**src/rtl/gpr_file.sv**
```systemverilog
// Two-read, one-write register file with registered read ports and synchronous clear.
// Define GPR_FILE_BYPASS_EN to forward same-edge write data to a matching read.
module gpr_file #(
  parameter int WIDTH = 24,
  parameter int DEPTH = 8,
  localparam int AW = $clog2(DEPTH)
) (
  input  logic             clk,
  input  logic             rst_n,
  input  logic             wr_en,
  input  logic [AW-1:0]    wr_addr,
  input  logic [WIDTH-1:0] wr_data,
  input  logic             clr,
  input  logic             rd0_en,
  input  logic [AW-1:0]    rd0_addr,
  input  logic             rd1_en,
  input  logic [AW-1:0]    rd1_addr,
  output logic [WIDTH-1:0] rd0_data,
  output logic [WIDTH-1:0] rd1_data,
  output logic             rd0_valid,
  output logic             rd1_valid
);

  logic [WIDTH-1:0] regs_q [DEPTH];
  logic [WIDTH-1:0] regs_d [DEPTH];
  logic [WIDTH-1:0] rd0_data_q, rd0_data_d;
  logic [WIDTH-1:0] rd1_data_q, rd1_data_d;
  logic             rd0_valid_q, rd1_valid_q;
  logic [WIDTH-1:0] rd0_val, rd1_val;

  // clr wins over a write at the same edge; the write is simply lost.
  always_comb begin
    for (int i = 0; i < DEPTH; i++) regs_d[i] = regs_q[i];
    if (clr) begin
      for (int i = 0; i < DEPTH; i++) regs_d[i] = '0;
    end else if (wr_en) begin
      regs_d[wr_addr] = wr_data;
    end
  end

`ifdef GPR_FILE_BYPASS_EN
  logic wr_live;
  assign wr_live = wr_en & ~clr;
  assign rd0_val = (wr_live && (rd0_addr == wr_addr)) ? wr_data : regs_q[rd0_addr];
  assign rd1_val = (wr_live && (rd1_addr == wr_addr)) ? wr_data : regs_q[rd1_addr];
`else
  assign rd0_val = regs_q[rd0_addr];
  assign rd1_val = regs_q[rd1_addr];
`endif

  // Read handshake: rdN_en sampled at an edge yields rdN_valid=1 for exactly the
  // following cycle with rdN_data; with no request valid drops and data holds.
  always_comb begin
    rd0_data_d = rd0_en ? rd0_val : rd0_data_q;
    rd1_data_d = rd1_en ? rd1_val : rd1_data_q;
  end

  always_ff @(posedge clk or negedge rst_n) begin
    if (!rst_n) begin
      for (int i = 0; i < DEPTH; i++) regs_q[i] <= '0;
      rd0_data_q  <= '0;
      rd1_data_q  <= '0;
      rd0_valid_q <= 1'b0;
      rd1_valid_q <= 1'b0;
    end else begin
      for (int i = 0; i < DEPTH; i++) regs_q[i] <= regs_d[i];
      rd0_data_q  <= rd0_data_d;
      rd1_data_q  <= rd1_data_d;
      rd0_valid_q <= rd0_en;
      rd1_valid_q <= rd1_en;
    end
  end

  assign rd0_data  = rd0_data_q;
  assign rd1_data  = rd1_data_q;
  assign rd0_valid = rd0_valid_q;
  assign rd1_valid = rd1_valid_q;

endmodule

```
**config.mk**
```make
export PLATFORM = sky130hd
export DESIGN_NAME = gpr_file
export DESIGN_NICKNAME = d
export VERILOG_FILES = /design/src/rtl/gpr_file.sv
export SDC_FILE = /design/constraint.sdc
export NUM_CORES = 1
export LEC_CHECK = 0
export CAP_MARGIN = 0
export CORE_MARGIN = 4
export CORE_UTILIZATION = 45
export DETAILED_ROUTE_END_ITERATION = 16
export DONT_BUFFER_PORTS = 1
export PLACE_DENSITY = 0.62
export RECOVER_POWER = 25
export SLEW_MARGIN = 20
export SYNTH_ARGS = -nofsm -noshare
export SYNTH_HDL_FRONTEND = slang
export SYNTH_SLANG_ARGS = --single-unit
```
**constraint.sdc**
```tcl
create_clock -name clk -period 3.6 [get_ports clk]
set_clock_uncertainty 0.2 [all_clocks]
set_input_delay 0.36 -clock clk [delete_from_list [all_inputs] [get_ports clk]]
set_output_delay 0.36 -clock clk [all_outputs]
set_load 0.02 [all_outputs]
```
==> flow_metrics.env <==
export IMPL_outcome="finished with violations"
export IMPL_failed_checks="hold timing"
export IMPL_crit_family="buffers and inverters"
export IMPL_drt_total_wl_um=43600
export IMPL_cts_resized_gates=0
export IMPL_yosysUniqueCellTypes=25
export IMPL_tns_ps=0
export IMPL_syn_to_final_growth_pct=9.79
export IMPL_p_seq_share_pct=48.0
export IMPL_grt_max_degree=243
export IMPL_final_common_cell="nand2_1"
export IMPL_hold_path_class="in -> async"
export IMPL_arrival_ps=2510
export IMPL_cts_sinks=242
export IMPL_drcViolationCount=0
export IMPL_antenna_found_initial=1
export IMPL_ys_ff_latch=242
export IMPL_root_buffer="clkbuf_16"
export IMPL_final_layout_size_suffix_gt1_share_pct=5.34
export IMPL_avgSynthCellArea_um2=9.21
export IMPL_path_depth=5
export IMPL_p_leak_nw=6.47
export IMPL_n_fill_cell=2660
export IMPL_synthCells=1428
export IMPL_yosysSeqAreaShare_pct=46.0
export IMPL_cp_max_fo=3
export IMPL_combPwrFrac_pct=9.9
export IMPL_slowest_stage="dlygate4sd3_1"
export IMPL_dpl_cell_area_um2=12900
export IMPL_nets=1424
export IMPL_yosys_area_top_type_share_pct=46.0
export IMPL_grtUsageMet1_pct=36.8
export IMPL_cts_clk_slew_worst_paths_ps=60
export IMPL_yosysTopAreaCell="dfrtp_1"
export IMPL_viasPerCell=6.03
export IMPL_r2r_end="rd0_data[13]"
export IMPL_max_vdd_ir_drop_uv=367
export IMPL_critPathBufInv=2
export IMPL_grtUsageMet3_pct=5.84
export IMPL_clk_latency_ps=540
export IMPL_critPathCapture="rd0_data[13]"
export IMPL_postCtsSetupBuffers=0
export IMPL_worst_pin_slew_ps=1080
export IMPL_netlist_top_cells_area="dfrtp_1 (46%), mux2i_1 (11%), nand2_1 (11%), a21oi_1 (7.3%), nor2b_1 (4.7%)"
export IMPL_cts_max_level=1
export IMPL_rsz0062_at_grt="no"
export IMPL_critical_path_class="reg -> reg"
export IMPL_dr_first_iter_drc_count=1099
export IMPL_dieHeight_um=179
export IMPL_ff2ff_path_depth=5
export IMPL_core_um2=28800
export IMPL_period_share_pct=63.5
export IMPL_globalRouteMet2Util_pct=42.1
export IMPL_intPower_mw=4.60
export IMPL_hpwl_um=22100
export IMPL_dieWidth_um=179
export IMPL_tritoncts="yes"
export IMPL_crit_required_ps=3820
export IMPL_r2r_start="regs_q[13]"
export IMPL_first_global_vias=10400
export IMPL_p_per_area_nw_per_um2=433
export IMPL_numCtsBuffers=27
export IMPL_critPathLaunch="regs_q[13]"
export IMPL_grt_most_used_layer="met2"
export IMPL_hold_buffers=65
export IMPL_wl_per_cell_um=24.3
export IMPL_setup_viol=0
export IMPL_cp_slowest_stage_delay_ps=580
export IMPL_cts_buffer_depth=3
export IMPL_yosys_warnings=0
export IMPL_end_kind="flip-flop"
export IMPL_fmax_mhz=437
export IMPL_dr_pass1_iters=5
export IMPL_synth_nets=1467
export IMPL_start_kind="flip-flop"
export IMPL_swShare_pct=26.6
export IMPL_finalMaxSlewViolations=0
export IMPL_port_buffers=0
export IMPL_r2r_slack_ps=1310
export IMPL_max_slew_margin_pct=28.2
export IMPL_hold_viol=242
export IMPL_clockPowerShare_pct=42.1
export IMPL_rows=62
export IMPL_grt_ovfl_total=0
export IMPL_switchingPower_mw=1.66
export IMPL_grt_pass1_wl_um=65400
export IMPL_crit_chain="mux2i_1, nand3_1, dlygate4sd3_1, a41o_1, dlygate4sd3_1"
export IMPL_whs_ps=-668
export IMPL_routabilityCongestion=0.779
export IMPL_netlist_area_um2=13200
export IMPL_dieArea_um2=32000
export IMPL_floorplan_initialDensity_pct=45.7
export IMPL_io_pins=89
export IMPL_ant_nets=0
export IMPL_final_area_um2=14400
export IMPL_grt_use_total_pct=26.7
export IMPL_period_minus_slack_ps=2290
export IMPL_crit_top_cell="dlygate4sd3_1"
export IMPL_drv_cap=0
export IMPL_final_cell_mix="nand2_1 (384), dfrtp_1 (242), a21oi_1 (192)"
export IMPL_num_vias=10800
[logic make-up after synthesis]
family,count (synthesis),share of synthesized area [%]
simple gates,550,19.0
compound gates,336,16.9
flops,242,46.0
mux,144,11.0
buf+inv,156,7.08
[flip-flops by register name (all words and copies together), names as in the netlist]
name / flops
regs_q: 192
rd0_data: 24
rd1_data: 24
rd1_valid: 1
rd0_valid: 1
[power by group through the flow]
| stage | clock, mW | combinational (mW) | sequential (mW) |
|---|---|---|---|
| finish | 2.64 | 0.619 | 3.00 |
| global route | 2.77 | 0.661 | 3.02 |
| CTS | 2.66 | 0.612 | 3.01 |
| detailed placement | 0 | 0.413 | 3.05 |
| global placement | 0 | 0.408 | 3.05 |
| floorplan | 0 | 0.490 | 3.01 |
[area by class of cell]
class,count,area (um2),share of cell area [%]
Antenna cell,1,2.50,0.0173
Clock buffer,41,788,5.46
Clock inverter,7,38.8,0.269
Multi-Input combinational cell,1030,6180,42.8
Sequential cell,242,6060,41.9
Tap cell,384,480,3.33
Timing Repair Buffer,84,898,6.22
[how the worst min path moves through the flow]
stage | startpoint | end | slack [ps] | depth (start not counted)
2_1_floorplan | rst_n | rd0_data[0] | -140 | 0
3_3_place_gp | rst_n | regs_q[25] | -120 | 0
3_5_place_dp | rst_n | regs_q[73] | -120 | 0
4_1_cts | rst_n | rd0_data[1] | -680 | 0
5_1_grt | rst_n | rd0_data[1] | -680 | 0
6_report | rst_n | rd0_data[1] | -670 | 0
[routing by layer]
metal,vias up,routed length (um)
met5,-,0
met4,0,1410
met3,72,3590
met2,431,20300
met1,5409,18300
li1,4879,-
[synthesized netlist by cell type]
| cell | n |
|---|---|
| nand2b_4 | 2 |
| nor2b_1 | 98 |
| or4b_1 | 1 |
| nand4b_1 | 3 |
| nand4bb_1 | 3 |
| a22oi_1 | 48 |
| and4b_1 | 3 |
| buf_6 | 23 |
| mux2i_1 | 144 |
| nand4_1 | 1 |
| buf_4 | 27 |
| nor2_1 | 2 |
| a211o_1 | 48 |
| clkbuf_2 | 2 |
| nor4b_4 | 1 |
| buf_1 | 1 |
| a41o_1 | 48 |
| nand2_1 | 384 |
| dfrtp_1 | 242 |
| a21oi_1 | 192 |
| and4_1 | 1 |
| clkbuf_1 | 48 |
| nand3_1 | 48 |
| buf_2 | 55 |
| and4bb_1 | 3 |
[metrics by stage]
step	instances	total power, mW	utilization (%)	setup slack, ps
finish	1789	6.26	50.2	1310
global route	1788	6.45	50.2	1240
CTS	1788	6.28	50.2	1330
detailed placement	1675	3.47	44.7	1490
global placement	1675	3.46	44.7	1520
floorplan	1428	3.50	-	1940
(Power assumes the default switching activity.)
